==> config.mk <==
export PLATFORM = sky130hd
export DESIGN_NAME = keypad_scanner
export DESIGN_NICKNAME = d
export VERILOG_FILES = /design/src/rtl/keypad_pkg.sv /design/src/rtl/keypad_col_scanner.sv /design/src/rtl/keypad_scanner.sv
export SDC_FILE = /design/constraint.sdc
export NUM_CORES = 1
export LEC_CHECK = 0
export BUFFER_PORTS_ARGS = -buffer_cell sky130_fd_sc_hd__buf_2
export CORE_ASPECT_RATIO = 1.1
export CORE_MARGIN = 2
export CORE_UTILIZATION = 40
export CTS_CLUSTER_DIAMETER = 60
export CTS_CLUSTER_SIZE = 10
export DETAILED_ROUTE_END_ITERATION = 8
export GPL_ROUTABILITY_DRIVEN = 0
export PLACE_DENSITY = 0.57
export RECOVER_POWER = 100
export SLEW_MARGIN = 5
export SYNTH_ARGS = -nofsm -noshare
export SYNTH_HDL_FRONTEND = slang
export SYNTH_HIERARCHICAL = 1
export SYNTH_SLANG_ARGS = --single-unit
export TNS_END_PERCENT = 1
==> constraint.sdc <==
create_clock -name clk_1kHz -period 2.89 [get_ports clk_1kHz]
set_input_delay 0.7225 -clock clk_1kHz [delete_from_list [all_inputs] [get_ports clk_1kHz]]
set_output_delay 0.7225 -clock clk_1kHz [all_outputs]
set_load 0.01 [all_outputs]
==> src/rtl/keypad_pkg.sv <==
// Shared types and sizes for the 4x4 keypad scanner.
package keypad_pkg;

  localparam int KEY_W = 4;
  localparam int N_ROW = 4;
  localparam int N_COL = 4;

  typedef enum logic [1:0] {IDLE, DEBOUNCE, PRESSED, RELEASE} state_e;
  typedef enum logic [1:0] {NONE, SINGLE, MULTI} frame_res_e;

endpackage

==> src/rtl/keypad_col_scanner.sv <==
// Column drive, row sampling and per-frame hit accumulation for the keypad matrix.
module keypad_col_scanner
  import keypad_pkg::*;
#(
  parameter int DWELL = 2
) (
  input  logic             clk_i,
  input  logic             rst_ni,
  input  logic [N_ROW-1:0] row_i,
  output logic [N_COL-1:0] col_o,
  output logic             frame_end_o,
  output logic             frame_tick_o,
  output frame_res_e       frame_res_o,
  output logic [KEY_W-1:0] frame_code_o
);

  localparam int DW_W = (DWELL > 1) ? $clog2(DWELL) : 1;
  localparam logic [DW_W-1:0] DW_LAST = DW_W'(DWELL - 1);

  logic [DW_W-1:0]  dwell_q, dwell_d;
  logic [1:0]       col_idx_q, col_idx_d;
  logic [N_COL-1:0] col_q, col_d;
  logic [1:0]       hits_q, hits_d;
  logic [KEY_W-1:0] code_q, code_d;
  logic             tick_q;

  logic             sample;
  logic             last_col;
  logic             found;
  logic [1:0]       first_row;
  logic [2:0]       n_low;
  logic [2:0]       total;
  logic [1:0]       hits_sum;
  logic [KEY_W-1:0] code_sum;

  always_comb begin
    sample    = (dwell_q == DW_LAST);
    last_col  = (col_idx_q == 2'd3);
    found     = 1'b0;
    first_row = 2'd0;
    n_low     = 3'd0;
    for (int r = 0; r < N_ROW; r++) begin
      if (!row_i[r]) begin
        if (!found) begin
          first_row = 2'(r);
          found     = 1'b1;
        end
        n_low = n_low + 3'd1;
      end
    end
    // Hit count saturates at 2; only the first hit of the frame sets the code.
    total    = {1'b0, hits_q} + n_low;
    hits_sum = (total >= 3'd2) ? 2'd2 : total[1:0];
    code_sum = (hits_q == 2'd0 && found) ? {col_idx_q, first_row} : code_q;

    dwell_d   = sample ? '0 : dwell_q + DW_W'(1);
    col_idx_d = col_idx_q;
    col_d     = col_q;
    hits_d    = hits_q;
    code_d    = code_q;
    if (sample) begin
      col_idx_d = col_idx_q + 2'd1;
      col_d     = ~(N_COL'(1) << col_idx_d);
      if (last_col) begin
        hits_d = 2'd0;
        code_d = '0;
      end else begin
        hits_d = hits_sum;
        code_d = code_sum;
      end
    end
  end

  always_ff @(posedge clk_i or negedge rst_ni) begin
    if (!rst_ni) begin
      dwell_q   <= '0;
      col_idx_q <= 2'd0;
      col_q     <= 4'b1110;
      hits_q    <= 2'd0;
      code_q    <= '0;
      tick_q    <= 1'b0;
    end else begin
      dwell_q   <= dwell_d;
      col_idx_q <= col_idx_d;
      col_q     <= col_d;
      hits_q    <= hits_d;
      code_q    <= code_d;
      tick_q    <= sample && last_col;
    end
  end

  assign col_o        = col_q;
  assign frame_tick_o = tick_q;
  assign frame_end_o  = sample && last_col;
  assign frame_code_o = code_sum;
  assign frame_res_o  = (hits_sum == 2'd0) ? NONE :
                        (hits_sum == 2'd1) ? SINGLE : MULTI;

endmodule

==> src/rtl/keypad_scanner.sv <==
// 4x4 keypad scanner: frame-level press/release debounce FSM over the column scanner.
module keypad_scanner
  import keypad_pkg::*;
#(
  parameter int DWELL           = 2,
  parameter int DEBOUNCE_FRAMES = 3,
  parameter int RELEASE_FRAMES  = 3
) (
  input  logic             clk_1kHz,
  input  logic             rst_n,
  input  logic [N_ROW-1:0] row_in,
  output logic [N_COL-1:0] col_out,
  output logic [KEY_W-1:0] key_code,
  output logic             key_valid,
  output logic             key_held,
  output logic             frame_tick
);

  localparam int DC_W = $clog2(DEBOUNCE_FRAMES + 1);
  localparam int RC_W = $clog2(RELEASE_FRAMES + 1);
  localparam logic [DC_W-1:0] DC_LAST = DC_W'(DEBOUNCE_FRAMES - 1);
  localparam logic [RC_W-1:0] RC_LAST = RC_W'(RELEASE_FRAMES - 1);

  logic             frame_end;
  frame_res_e       frame_res;
  logic [KEY_W-1:0] frame_code;

  state_e           state_q, state_d;
  logic [KEY_W-1:0] cand_q, cand_d;
  logic [DC_W-1:0]  dcnt_q, dcnt_d;
  logic [RC_W-1:0]  rcnt_q, rcnt_d;
  logic [KEY_W-1:0] key_code_q, key_code_d;
  logic             key_valid_q, key_valid_d;
  logic             key_held_q, key_held_d;

  keypad_col_scanner #(
    .DWELL (DWELL)
  ) u_scan (
    .clk_i        (clk_1kHz),
    .rst_ni       (rst_n),
    .row_i        (row_in),
    .col_o        (col_out),
    .frame_end_o  (frame_end),
    .frame_tick_o (frame_tick),
    .frame_res_o  (frame_res),
    .frame_code_o (frame_code)
  );

  // The FSM steps on the column-3 sample edge so its outputs line up with frame_tick.
  always_comb begin
    state_d     = state_q;
    cand_d      = cand_q;
    dcnt_d      = dcnt_q;
    rcnt_d      = rcnt_q;
    key_code_d  = key_code_q;
    key_valid_d = 1'b0;
    key_held_d  = key_held_q;
    if (frame_end) begin
      unique case (state_q)
        IDLE: begin
          if (frame_res == SINGLE) begin
            if (DEBOUNCE_FRAMES == 1) begin
              state_d     = PRESSED;
              key_code_d  = frame_code;
              key_valid_d = 1'b1;
              key_held_d  = 1'b1;
            end else begin
              state_d = DEBOUNCE;
              cand_d  = frame_code;
              dcnt_d  = DC_W'(1);
            end
          end
        end
        DEBOUNCE: begin
          if (frame_res == SINGLE && frame_code == cand_q) begin
            if (dcnt_q >= DC_LAST) begin
              state_d     = PRESSED;
              key_code_d  = cand_q;
              key_valid_d = 1'b1;
              key_held_d  = 1'b1;
              dcnt_d      = '0;
            end else begin
              dcnt_d = dcnt_q + DC_W'(1);
            end
          end else if (frame_res == SINGLE) begin
            cand_d = frame_code;
            dcnt_d = DC_W'(1);
          end else begin
            state_d = IDLE;
            dcnt_d  = '0;
          end
        end
        PRESSED: begin
          if (frame_res == NONE) begin
            if (RELEASE_FRAMES == 1) begin
              state_d    = IDLE;
              key_held_d = 1'b0;
            end else begin
              state_d = RELEASE;
              rcnt_d  = RC_W'(1);
            end
          end
        end
        RELEASE: begin
          if (frame_res == NONE) begin
            if (rcnt_q >= RC_LAST) begin
              state_d    = IDLE;
              key_held_d = 1'b0;
              rcnt_d     = '0;
            end else begin
              rcnt_d = rcnt_q + RC_W'(1);
            end
          end else begin
            // Bounce while letting go: back to held without a new press pulse.
            state_d = PRESSED;
            rcnt_d  = '0;
          end
        end
        default: state_d = IDLE;
      endcase
    end
  end

  always_ff @(posedge clk_1kHz or negedge rst_n) begin
    if (!rst_n) begin
      state_q     <= IDLE;
      cand_q      <= '0;
      dcnt_q      <= '0;
      rcnt_q      <= '0;
      key_code_q  <= '0;
      key_valid_q <= 1'b0;
      key_held_q  <= 1'b0;
    end else begin
      state_q     <= state_d;
      cand_q      <= cand_d;
      dcnt_q      <= dcnt_d;
      rcnt_q      <= rcnt_d;
      key_code_q  <= key_code_d;
      key_valid_q <= key_valid_d;
      key_held_q  <= key_held_d;
    end
  end

  assign key_code  = key_code_q;
  assign key_valid = key_valid_q;
  assign key_held  = key_held_q;

endmodule

* Word-level counts from Yosys, hierarchy flattened
Index checks and enable logic that the tools add are counted.
Storage, ports and cells: register bits 30, bits of input ports 6, output and inout port bits 11, word-level logic and storage cells 108
Operators by class: $add $sub $neg 8, order comparisons 3, eq/ne operators 17, shift operators 1, muxes and demuxes 49, bitwise operators 1, reduce and logical (&&, ||, !) cells 16
Operator list (count):
- 2-to-1 mux 2 bit | 21
- 2-to-1 mux 1 bit | 16
- 2-to-1 mux 4 bit | 4
- inequality test 2 bit (second input constant) | 7
- AND reduction 6 bit | 2
- 2-to-1 mux 3 bit | 3
- inequality test 3 bit (second input constant) | 3
- AND reduction 3 bit | 3
- zero test 2 bit | 4
- one-hot mux 2 bit (2 select lines) | 2
- one-hot mux 2 bit (4 select lines) | 1
- one-hot mux 4 bit (2 select lines) | 1
- adder 2 x 1 -> 2 bit (second input constant) | 3
- adder 3 x 1 -> 3 bit (second input constant) | 2
- equality test 2 x 1 -> 1 bit (second input constant) | 3
- equality test 2 bit (second input constant) | 3
- nonzero test 2 bit | 3
- equality test 4 bit | 1
- greater-or-equal comparator 2 bit (second input constant) | 2
- NOT 4 bit | 1
- AND reduction 4 bit | 1
- left shift 1 x 2 -> 4 bit (first input constant) | 1
- adder 2 x 3 -> 3 bit | 1
- greater-or-equal comparator 3 x 2 -> 1 bit (second input constant) | 1
- 4 further kinds | 6

* Depth between registers and ports, before layout
Gate-level depths: netlist of the first run.
depth in word-level cells 18, depth in mapped cells 13, mapped depth without buffers 13

* By module
The synthesis of the first run kept the hierarchy.
Modules (own cells, without submodules):
- keypad_col_scanner | times used 1, cells each 79, area each 884.6 sq um, seq. area each 354.1 sq um
- keypad_scanner | times used 1, cells each 70, area each 789.5 sq um, seq. area each 400.4 sq um

* Least setup slack after synthesis of the first run
OpenSTA, ideal clock, no wires.
path type input port to flip-flop, from input port row_in[0], to register cand_q[0], setup time 125 ps, arrival time 3568 ps, data required time 2765 ps, setup slack -803 ps, stages on the path 11, path buffers 0, cell sequence inv_1 -> ha_1 -> xnor2_1 -> ha_1 -> mux2_2 -> fa_1 -> xnor3_1 -> and3b_4 -> nand2b_1 -> nor3_2 -> mux2_2
On the way: word-level cells in the longest chain between the ends 17, elaborated cells on any way between the ends 34, those cells by class add/sub (4); order compare (1); eq/ne (4); mux (21); reduce/logical (4)
RTL lines:
- start: declaration | line keypad_scanner.sv:11 | input logic [N_ROW-1:0] row_in,
- 2-to-1 mux 1 bit (*) | line keypad_col_scanner.sv:43 | if (!row_i[r]) begin
- adder 1 x 1 -> 2 bit | line keypad_col_scanner.sv:48 | n_low = n_low + 3'd1;
- 2-to-1 mux 3 bit (*) | line keypad_col_scanner.sv:43
- adder 3 x 1 -> 3 bit | line keypad_col_scanner.sv:48
- 2-to-1 mux 3 bit (*) | line keypad_col_scanner.sv:43
- adder 3 x 1 -> 3 bit | line keypad_col_scanner.sv:48
- 2-to-1 mux 3 bit (*) | line keypad_col_scanner.sv:43
- adder 2 x 3 -> 3 bit (*) | line keypad_col_scanner.sv:52 | total = {1'b0, hits_q} + n_low;
- [... 2 more ...]
- equality test 2 x 1 -> 1 bit | line keypad_col_scanner.sv:97 | (hits_sum == 2'd1) ? SINGLE : MULTI;
- 2-to-1 mux 2 bit | line keypad_col_scanner.sv:97
- 2-to-1 mux 2 bit (*) | line keypad_col_scanner.sv:96 | assign frame_res_o = (hits_sum == 2'd0) ? NONE :
- net frame_res[0] | line keypad_scanner.sv:25 | frame_res_e frame_res;
- equality test 2 x 1 -> 1 bit (*) | line keypad_scanner.sv:61, keypad_scanner.sv:75, keypad_scanner.sv:85
- 2-to-1 mux 4 bit or logical AND 1 bit (tied branches) | line keypad_scanner.sv:61, keypad_scanner.sv:75
- 2-to-1 mux 4 bit or inequality test 2 bit (tied branches)
- one-hot mux 4 bit (2 select lines) or AND reduction 3 bit (tied branches)
- end signal: assignment | line keypad_scanner.sv:135 | cand_q <= cand_d;
- end: declaration | line keypad_scanner.sv:29 | logic [KEY_W-1:0] cand_q, cand_d;
The timed path passes the listed nets; every way through them passes the cells marked *. The select of a mux whose other input is x is not followed. A chain may end at the register's enable or synchronous reset.

* Final worst setup path of the first run
from input port row_in[1], to register key_code_q[2] (netlist: key_code[2])
On the way: word-level cells in the longest chain between the ends 14, elaborated cells on any way between the ends 26, those cells by class add/sub (3); order compare (1); eq/ne (3); mux (15); reduce/logical (4)
RTL lines:
- 2-to-1 mux 3 bit (*) | line keypad_col_scanner.sv:43
- adder 3 x 1 -> 3 bit | line keypad_col_scanner.sv:48
- 2-to-1 mux 3 bit (*) | line keypad_col_scanner.sv:43
- adder 3 x 1 -> 3 bit | line keypad_col_scanner.sv:48
- 2-to-1 mux 3 bit (*) | line keypad_col_scanner.sv:43
- adder 2 x 3 -> 3 bit (*) | line keypad_col_scanner.sv:52
- greater-or-equal comparator 3 x 2 -> 1 bit | line keypad_col_scanner.sv:53 | hits_sum = (total >= 3'd2) ? 2'd2 : total[1:0];
- 2-to-1 mux 2 bit (*) | line keypad_col_scanner.sv:53
- equality test 2 x 1 -> 1 bit | line keypad_col_scanner.sv:97
- 2-to-1 mux 2 bit | line keypad_col_scanner.sv:97
- 2-to-1 mux 2 bit (*) | line keypad_col_scanner.sv:96
- net frame_res[0] | line keypad_scanner.sv:25
- equality test 2 x 1 -> 1 bit (*) | line keypad_scanner.sv:75 | if (frame_res == SINGLE && frame_code == cand_q) begin
- logical AND 1 bit (*) | line keypad_scanner.sv:75
- AND reduction 4 bit (no line) (*)
- end signal: assignment | line keypad_scanner.sv:138 | key_code_q <= key_code_d;
- end: declaration | line keypad_scanner.sv:32 | logic [KEY_W-1:0] key_code_q, key_code_d;
The timed path passes the listed nets; every way through them passes the cells marked *.

==> results of run 1 <==
[worst min-delay path, stage by stage, from the launching register on]
cell,delay [ps]
dfstp_2,360
nand2_1,50
o21ai_0,70
[layer usage]
metal | wire length [um] | share of wire | global-route usage
met3 | 83 | 0.026 | 0.0455
met4 | 34 | 0.011 | 0.0625
met5 | 0 | 0 | 0
met2 | 1620 | 0.51 | 0.262
met1 | 1450 | 0.46 | 0.182
[layout make-up]
cell class / instances / area, um^2
Clock buffer: 7 / 86.3
Timing Repair Buffer: 34 / 221
Multi-Input combinational cell: 105 / 953
Fill cell: 354 / 1860
Sequential cell: 30 / 754
Tap cell: 52 / 65.1
Clock inverter: 1 / 5.00
Inverter: 9 / 46.3
[kinds of logic (layout without fill, tap and decap cells)]
logic type | count (synthesis) | in the layout | share of synthesized area
and+or+nand+nor | 41 | 41 | 0.156
AOI/OAI and AO/OA | 34 | 34 | 0.146
DFF | 30 | 30 | 0.451
buffers and inverters | 14 | 51 | 0.0374
muxes | 12 | 12 | 0.0800
adders and majority gates | 10 | 10 | 0.0792
xor gates and xnor gates | 8 | 8 | 0.0501
[cell usage in the layout (no fill, tap or decap), types with 3 or more instances in the layout]
master    count
dfrtp_1      27
nand2_1      11
a21oi_1       8
nor2_1        4
xnor2_1       5
buf_4        14
a21o_1        3
mux2_4        9
a22o_1        4
buf_6         3
nor2b_1       3
nand2b_1      3
o21ai_0       5
clkbuf_1     15
dfstp_2       3
ha_1          8
clkbuf_8      6
inv_1         6
[per-stage QoR]
step           cell area (um^2)  hold WS [ps]  power (uW)  instances
6_report                   2130           495        1150        238
5_1_grt                    2130           513        1210        238
4_1_cts                    2130           477        1150        238
3_3_place_gp               1980           459         776        228
3_5_place_dp               1980           467         785        228
2_1_floorplan              1740           427         687        149
[worst paths after layout]
kind                                  start             endpoint  slack (ps)
min in group asynchronous             rst_n  u_scan/frame_tick_o         830
hold / removal              u_scan/col_o[1]      u_scan/col_o[1]         490
hold reg to reg             u_scan/col_o[1]      u_scan/col_o[1]         490
max in group asynchronous             rst_n            key_valid        1130
setup / recovery                  row_in[1]          key_code[2]        -150
setup reg to reg           u_scan/hits_q[0]          key_code[2]         480
[timing repair]
item | 4_1_cts | 5_1_grt
pin swaps | 6 | 6
setup endpoints to repair | 16 | 16
setup buffers | 2 | 0
cloned | 0 | 0
resized for setup | 12 | 5
[state kept, by name (all words and copies together) (netlist names)]
name                 cells
u_scan/col_idx_q         2
u_scan/dwell_q           1
dcnt_q                   2
rcnt_q                   2
cand_q                   4
key_code                 4
u_scan/code_q            4
u_scan/frame_tick_o      1
key_valid                1
key_held                 1
state_q                  2
u_scan/col_o             4
u_scan/hits_q            2
[where the power goes]
part           leakage (uW)  switching (uW)  internal, uW
Clock             0.0000482             151           192
Combinational      0.000547             130           164
Sequential         0.000401            46.0           464
==> qor.yml, run 1 <==
status:
  status: "finished with violations"
  violations: "max-capacitance violations, max-slew violations, negative setup slack"
worst_setup_path:
  worstPathArrival_ps: 3200
  cpPeakStageDelay_ps: 330
  start_kind: "primary input"
  cp_slowest_cell: "fa_2"
  cp.depth: 13
  path_cells: "buf_12, inv_12, ha_4, xnor2_2, ha_1, mux2_4, fa_2, xnor3_1, and3b_4, nand2b_4, nor3_4, buf_6, mux2_4"
  r2r_cells: 9
  critPathTopFamily: "adder cells"
  required_ps: 3050
  cp_max_fo: 5
  worstSetupPathType: "primary input to flip-flop"
  critPathBufInv: 3
  cp-end-kind: "flip-flop"
  path_common_cell: "mux2_4"
synthesis:
  yosys.area.top_type: "dfrtp_1"
  yosys-top-cells-area: "dfrtp_1 40%, ha_1 6.7%, mux2_2 6.1%, dfstp_2 4.7%, xnor2_1 3.1%"
  yosys_warnings: 6
  synth_seq_cells: 30
  yosysUniqueCellTypes: 47
  synth_common_cells: "27 x dfrtp_1, 11 x nand2_1, 9 x ha_1, 9 x mux2_2, 8 x a21oi_1"
  syn-cell-area_um2: 1670
  synthCells: 149
  yosysMostFrequentCell: "dfrtp_1"
  syn_nets: 165
  syn_avg_cell_area_um2: 11.2
  async_flop_share: 1.00
  yosys.area.top_type_share: 0.404
  synth-edff-count: 0
  synthFlopType: "dfrtp_1"
  yosysSeqAreaShare: 0.451
power_and_ir_drop:
  powerDensity_nw_per_um2: 538
  p_leak_uw: 0.000997
  vdd_ir_drop_max_uv: 351
die:
  die-area_um2: 4720
  coreArea_um2: 3990
  fp-row-count: 24
  die_h_um: 71.9
  die_w_um: 65.7
  start_util: 0.419
  ios: 17
timing:
  finalHoldViolations: 0
  report.final.setup_viol: 13
  grt_setup_unrepaired: "yes"
  max_freq_mhz: 329
  drv_slew: 31
  fin_ws_ps: -153
  post-route-min-period_ps: 3040
  relSlewSlack: -0.0596
  fin_setup_tns_ps: -1550
  max_slew.worst_pin.slew_ps: 1590
  min_period_over_period: 1.05
  clock_skew_ps: 11.2
route:
  wl_per_cell_um: 13.4
  wl_mm: 3.19
  ant_nets: 0
  route.detailed.drc: 0
  drt_iter0_drc: 42
  routed_via_density: 4.97
  drtPass1Iterations: 4
  num_vias: 1184
global_routing:
  grt_pass1_wl_mm: 5.50
  grt_use_total: 0.154
  gr-total-overflow: 0
  grt_max_degree: 31
  antenna_found_initial: 0
  grt_pass1_vias: 1238
placement:
  preCtsSetupSlack_ps: -594
  hpwl_mm: 2.34
  portBuffers: 16
clocking:
  cts_tree: "built"
  ctsHoldBuffers: 0
  cts.sinks: 30
  h-tree-depth: 2
  clkTransAtPathRegs_ps: 60
  clock_latency_ps: 280
  clock_tree.buffer_depth: 2
  cts-root-buf: "clkbuf_8"
  cts_made_buffers: 5
job:
  cap_violations: 1
min_path:
  whs_path_depth: 2
  hold_class: "flip-flop to flip-flop"
final_layout:
  layout-drive-gt1-share: 0.317
  diodes: 0
  syn2layout_area_growth_pct: 27.4
  final_util: 0.534
  final_nets: 201
Power figures use the tool's default switching activity.
==> inputs of run 2 (changes only) <==
- PLACE_DENSITY: 0.57 -> default
- PLACE_DENSITY_LB_ADDON: default -> 0.08
- RECOVER_POWER: 100 -> default
==> run 2 against run 1 <==
The flow finishes with violations (negative setup slack). Cell count is 0.42% higher. Combinational power up 5%. Critical path depth rose by 2. Routed wire length is 0.85% lower. Power grew 2.2%. Utilization increased by 1.2 points. Largest cell class unchanged.
==> qor.yml, run 2 (synthesized netlist as in run 1, its figures left out) <==
status:
  status: "finished with violations"
  violations: "negative setup slack"
worst_setup_path:
  cp_max_fo: 3  # -2
  cp-end-kind: "flip-flop"
  timing.rr.start: "u_scan/hits_q[0]"
  required_ps: 3070  # +20 ps
  r2r_end: "key_code[3]"
  critPathTopFamily: "adder cells"
  startpoint: "row_in[1]"
  critPathBufInv: 5  # +2
  start_kind: "primary input"
  path_common_cell: "buf_6"
  r2r_cells: 7  # -2
  cp-endpoint: "rcnt_q[0]"
  cp.depth: 15  # +2
  cpPeakStageDelay_ps: 330  # about the same
  worstPathArrival_ps: 3220  # +20 ps
  worstSetupPathType: "primary input to flip-flop"
  r2r_setup_slack_ps: 570  # +90 ps
  cp_slowest_cell: "fa_2"
  path_cells: "buf_12, inv_12, ha_4, xnor2_2, ha_1, mux2_4, fa_2, xnor3_1, and3b_4, buf_6, buf_6, nor2_4, buf_4, a31o_2, o21a_1"
power_and_ir_drop:
  finalPower_uw: 1170  # +2.2%
  clockPowerShare: 0.302  # +0.003
  p_sw_frac: 0.292  # +0.00594
  p_sw_uw: 342  # +4.4%
  vdd_ir_drop_max_uv: 303  # -14%
  p_leak_uw: 0.00106  # +6.4%
  seqPwrFrac: 0.436  # -0.008
  powerDensity_nw_per_um2: 537  # about the same
  p_comb_frac: 0.263  # +0.007
  p_int_uw: 830  # +1.4%
timing:
  report.final.setup_viol: 14  # +1
  grt_setup_unrepaired: "yes"
  drv_slew: 0  # -100%
  relSlewSlack: 0.555  # +0.614
  post-route-min-period_ps: 3040  # -0.556 ps
  max_freq_mhz: 329  # about the same
  clock_skew_ps: 7.37  # -3.86 ps
  max_slew.worst_pin.slew_ps: 668  # -921 ps
  finalHoldViolations: 0  # unchanged
  min_period_over_period: 1.05  # about the same
  fin_ws_ps: -152  # +0.556 ps
final_layout:
  final_util: 0.546  # +0.0122
  fillers: 340  # -4.0%
  final_common_cell: "dfrtp_1"
  final_nets: 202  # +0.50%
  mostFrequentLayoutCells: "27 x dfrtp_1, 15 x buf_4, 14 x buf_2, 11 x nand2_1, 9 x mux2_4"
  ff_latch_area_um2: 754  # unchanged
  syn2layout_area_growth_pct: 30.3
  diodes: 0  # unchanged
  multiInputGateArea_um2: 965  # +1.2%
  layout-drive-gt1-share: 0.417  # +0.0999
global_routing:
  grt_max_degree: 31  # unchanged
  grt_pass1_vias: 1267  # +2.3%
  gr-total-overflow: 0  # unchanged
  grt_pass1_wl_mm: 5.86  # +6.5%
  grt_use_total: 0.162  # +0.00772
  antenna_found_initial: 0  # unchanged
clocking:
  clock_tree.buffer_depth: 2  # unchanged
  clkTransAtPathRegs_ps: 70  # about the same
  cts_tree: "built"
  cts-root-buf: "clkbuf_8"
  h-tree-depth: 2  # unchanged
  cts_made_buffers: 5  # unchanged
  cts.sinks: 30  # unchanged
  ctsHoldBuffers: 0  # unchanged
  clock_latency_ps: 280  # about the same
die:
  ios: 17  # unchanged
  fp-row-count: 24  # unchanged
  start_util: 0.419  # unchanged
  coreArea_um2: 3990  # unchanged
  die_h_um: 71.9  # unchanged
  die-area_um2: 4720  # unchanged
  die_w_um: 65.7  # unchanged
route:
  wl_mm: 3.16  # -0.85%
  wl_per_cell_um: 13.2  # -1.3%
  num_vias: 1190  # +0.51%
  drt_iter0_drc: 31  # -26%
  drtPass1Iterations: 3  # -1
  ant_nets: 0  # unchanged
  route.detailed.drc: 0  # unchanged
  routed_via_density: 4.98  # about the same
job:
  cap_violations: 0  # -1
placement:
  hpwl_mm: 2.33  # -0.13%
  portBuffers: 16  # unchanged
  preCtsSetupSlack_ps: -604  # -9.62 ps
min_path:
  hold_class: "primary input to async pin"
==> run 2: changes by cell type in the layout (fill, tap and decap cells not counted), moves of 2 or more <==
cell | previous run | this run
buf_2 | 2 | 14
buf_6 | 3 | 5
clkbuf_1 | 15 | 1
inv_2 | 1 | 3
o21ai_0 | 5 | 1
o21ai_1 | 2 | 6
==> run 2: final cells by class <==
type,count,area share
inverters,9,0.0212
clock buffers,7,0.0396
well taps,52,0.0298
flip-flops and latches,30,0.346
multi-input cells,105,0.442
repair buffers,35,0.119
clock inverters,1,0.00229
==> run 2: layer usage <==
metal / routed length [um] / track usage / share of wire
met1: 1460 / 0.198 / 0.46
met4: 47 / 0.0625 / 0.015
met2: 1570 / 0.273 / 0.50
met3: 81 / 0.0424 / 0.026
met5: 0 / 0 / 0
==> run 2: what timing repair did <==
| item | CTS | global route |
|---|---|---|
| buffers inserted | 3 | 0 |
| setup endpoints to repair | 16 | 16 |
| gates resized for setup | 15 | 8 |
| pin swaps | 8 | 5 |
==> run 2: how the worst min path moves through the flow <==
stage,end,slack (ps),depth (start not counted)
floorplan,cand_q[0],430,0
global placement,u_scan/col_o[0],460,1
detailed placement,u_scan/col_o[2],460,2
CTS,u_scan/col_o[2],470,2
global route,u_scan/col_o[1],490,2
finish,rcnt_q[1],470,1
==> run 2: per-stage QoR <==
step | area (um^2) | instances | setup TNS [ps] | hold WS, ps
floorplan | 1740 | 149 | -3250 | 427
detailed placement | 1980 | 228 | -8650 | 465
finish | 2180 | 239 | -1570 | 469
CTS | 2150 | 239 | -2240 | 475
global route | 2180 | 239 | -3080 | 489
global placement | 1980 | 228 | -8020 | 460
==> run 2: power by group through the flow <==
stage / clock network, uW / registers, uW / logic [uW]
after floorplan: 0 / 498 / 189
after global placement: 0 / 513 / 261
after detailed placement: 0 / 515 / 269
after CTS: 363 / 509 / 295
after global routing: 381 / 518 / 341
final: 354 / 511 / 308
==> run 2: worst reg2reg max path, delay by kind of cell, from the launching register on <==
family	cells	cell delay [ps]
XOR/XNOR	1	190
buffers and inverters	1	150
AND/OR/NAND/NOR	2	390
flip-flops	1	430
multiplexers	2	700
AO/OA/AOI/OAI	1	360
==> inputs of run 3 (changes only) <==
--- a/config.mk
+++ b/config.mk
@@ -9,3 +9,3 @@
 export CORE_ASPECT_RATIO = 1.1
-export CORE_MARGIN = 2
+export CORE_MARGIN = 1.5
 export CORE_UTILIZATION = 40
==> constraint.sdc (replaced) <==
create_clock -name clk_1kHz -period 2.89 [get_ports clk_1kHz]
set_input_delay 0.4335 -clock clk_1kHz [delete_from_list [all_inputs] [get_ports clk_1kHz]]
set_output_delay 0.4335 -clock clk_1kHz [all_outputs]
set_load 0.01 [all_outputs]
==> run 3 against run 2 <==
The flow now finishes without violations. Largest power group unchanged. Highest routed layer unchanged. Critical path type unchanged. Via count grew 0.67%. Largest cell class unchanged. Combinational power shrank 8.8%. Register-to-register slack got worse by 100 ps. Die area is 2.9% lower. Critical endpoint is now cand_q[0].
==> qor.yml, run 3 (synthesized netlist as in run 1, its figures left out) <==
status:
  status: "completed"
global_routing:
  use_met3: 0.0382  # -0.00423
  grt_pass1_vias: 1255  # -0.95%
  busiest_layer: "met2"
  gr-total-overflow: 0  # unchanged
  antenna_found_initial: 0  # unchanged
  grt_max_degree: 31  # unchanged
  grt_pass1_wl_mm: 5.53  # -5.5%
  grt_use_total: 0.156  # -0.00655
  grtUsageMet1: 0.183  # -0.0145
  use_met2: 0.274  # +0.00158
clocking:
  ctsHoldBuffers: 0  # unchanged
  cts_made_buffers: 5  # unchanged
  clkTransAtPathRegs_ps: 70  # about the same
  cts_tree: "built"
  cts.sinks: 30  # unchanged
  clock_latency_ps: 280  # about the same
  h-tree-depth: 2  # unchanged
  cts-root-buf: "clkbuf_8"
  clock_tree.buffer_depth: 2  # unchanged
final_layout:
  final_nets: 200  # -0.99%
  diodes: 0  # unchanged
  ff_latch_area_um2: 754  # unchanged
  multiInputGateArea_um2: 931  # -3.5%
  syn2layout_area_growth_pct: 27.0
  fillers: 366  # +7.6%
  mostFrequentLayoutCells: "27 x dfrtp_1, 15 x buf_4, 14 x buf_2, 11 x nand2_1, 9 x mux2_4"
  final_common_cell: "dfrtp_1"
  finalNonFillerCells: 237  # -0.84%
  layout-drive-gt1-share: 0.384  # -0.0333
power_and_ir_drop:
  powerDensity_nw_per_um2: 536  # -0.24%
  finalPower_uw: 1140  # -2.8%
  p_leak_uw: 0.00103  # -2.7%
  vdd_ir_drop_max_uv: 262  # -14%
die:
  die_w_um: 64.7  # -1.5%
  ios: 17  # unchanged
  die-area_um2: 4580  # -2.9%
  start_util: 0.419  # unchanged
  coreArea_um2: 3990  # unchanged
  die_h_um: 70.9  # -1.4%
  fp-row-count: 24  # unchanged
timing:
  max_slew.worst_pin.slew_ps: 663  # -4.96 ps
  drv_slew: 0  # unchanged
  fin_ws_ps: 34.3  # +187 ps
  max_freq_mhz: 350  # +6.5%
  fin_setup_tns_ps: 0  # +1570 ps
  min_period_over_period: 0.988  # -0.0645
  holdWs_ps: 187  # -282 ps
  post-route-min-period_ps: 2860  # -187 ps
  clock_skew_ps: 6.27  # -1.10 ps
  report.final.setup_viol: 0  # -14
  finalHoldViolations: 0  # unchanged
  grt_setup_unrepaired: "yes"
  relSlewSlack: 0.558  # +0.00330
route:
  route.detailed.drc: 0  # unchanged
  drtPass1Iterations: 4  # +1
  wl_per_cell_um: 13.8  # +4.6%
  num_vias: 1198  # +0.67%
  wl_mm: 3.28  # +3.7%
  ant_nets: 0  # unchanged
  drt_iter0_drc: 41  # +32%
  routed_via_density: 5.05  # +1.5%
placement:
  portBuffers: 16  # unchanged
  preCtsSetupSlack_ps: -321  # +283 ps
  dp_cells: 227  # -0.44%
  hpwl_mm: 2.34  # +0.22%
job:
  cap_violations: 0  # unchanged
worst_setup_path:
  cp-end-kind: "flip-flop"
  start_kind: "primary input"
  required_ps: 3050  # -20 ps
  cp_max_fo: 5  # +2
  startpoint: "row_in[0]"
  worstPathArrival_ps: 3020  # -200 ps
  timing.rr.start: "u_scan/hits_q[0]"
  worstSetupPathType: "primary input to flip-flop"
min_path:
  hold_class: "primary input to async pin"
run 3: cell count changes in the layout (fill, tap and decap cells not counted), sizes merged:
cell and change:
clkinvlp +1, clkbuf -1, buf -2
run 3: path summary, 6_finish.rpt:
path / to / slack [ps] / cells after the start
max in group asynchronous: u_scan/code_q[0] / 2280 / 1
max reg2reg: key_code[2] / 470 / 7
min: u_scan/code_q[1] / 190 / 1
min reg2reg: u_scan/col_o[3] / 480 / 2
max: cand_q[0] / 30 / 13
min in group clk_1kHz: u_scan/col_o[3] / 480 / 2
run 3: power by group:
group          internal, uW  total, uW  switching [uW]
clock                   191        350             159
sequential              464        508            44.7
combinational           158        281             123
run 3: area by class of cell:
type / instances / area share
sequential: 30 / 0.355
timing repair buffer: 33 / 0.109
multi-input combinational: 105 / 0.438
inverter: 9 / 0.0230
clock buffer: 6 / 0.0388
clock inverter: 2 / 0.00589
tap: 52 / 0.0306
run 3: what timing repair did:
action | 4_1_cts | 5_1_grt
gates cloned | 0 | 0
endpoints found under the setup margin | 7 | 10
setup buffers | 1 | 1
resized for setup | 1 | 12
pin swaps | 1 | 8
run 3: critical path, stage by stage:
cell and delay (ps):
buf_8 100, inv_4 50, ha_4 200, xnor2_2 130, ha_1 280, mux2_4 280
fa_2 350, xnor3_1 230, and3b_4 240, nand2b_4 80, nor3_4 170, buf_6 150
mux2_4 300
run 3: per-stage QoR:
stage               instance area (um^2)   util
floorplan                           1740      -
global placement                    1970  0.493
detailed placement                  1970  0.493
CTS                                 2080  0.520
global route                        2130  0.532
finish                              2130  0.532
run 3: per-layer routing:
metal,share of wire,vias up
met3,0.023,6
met2,0.51,9
met1,0.45,592
met5,0,-
li1,-,591
met4,0.013,0
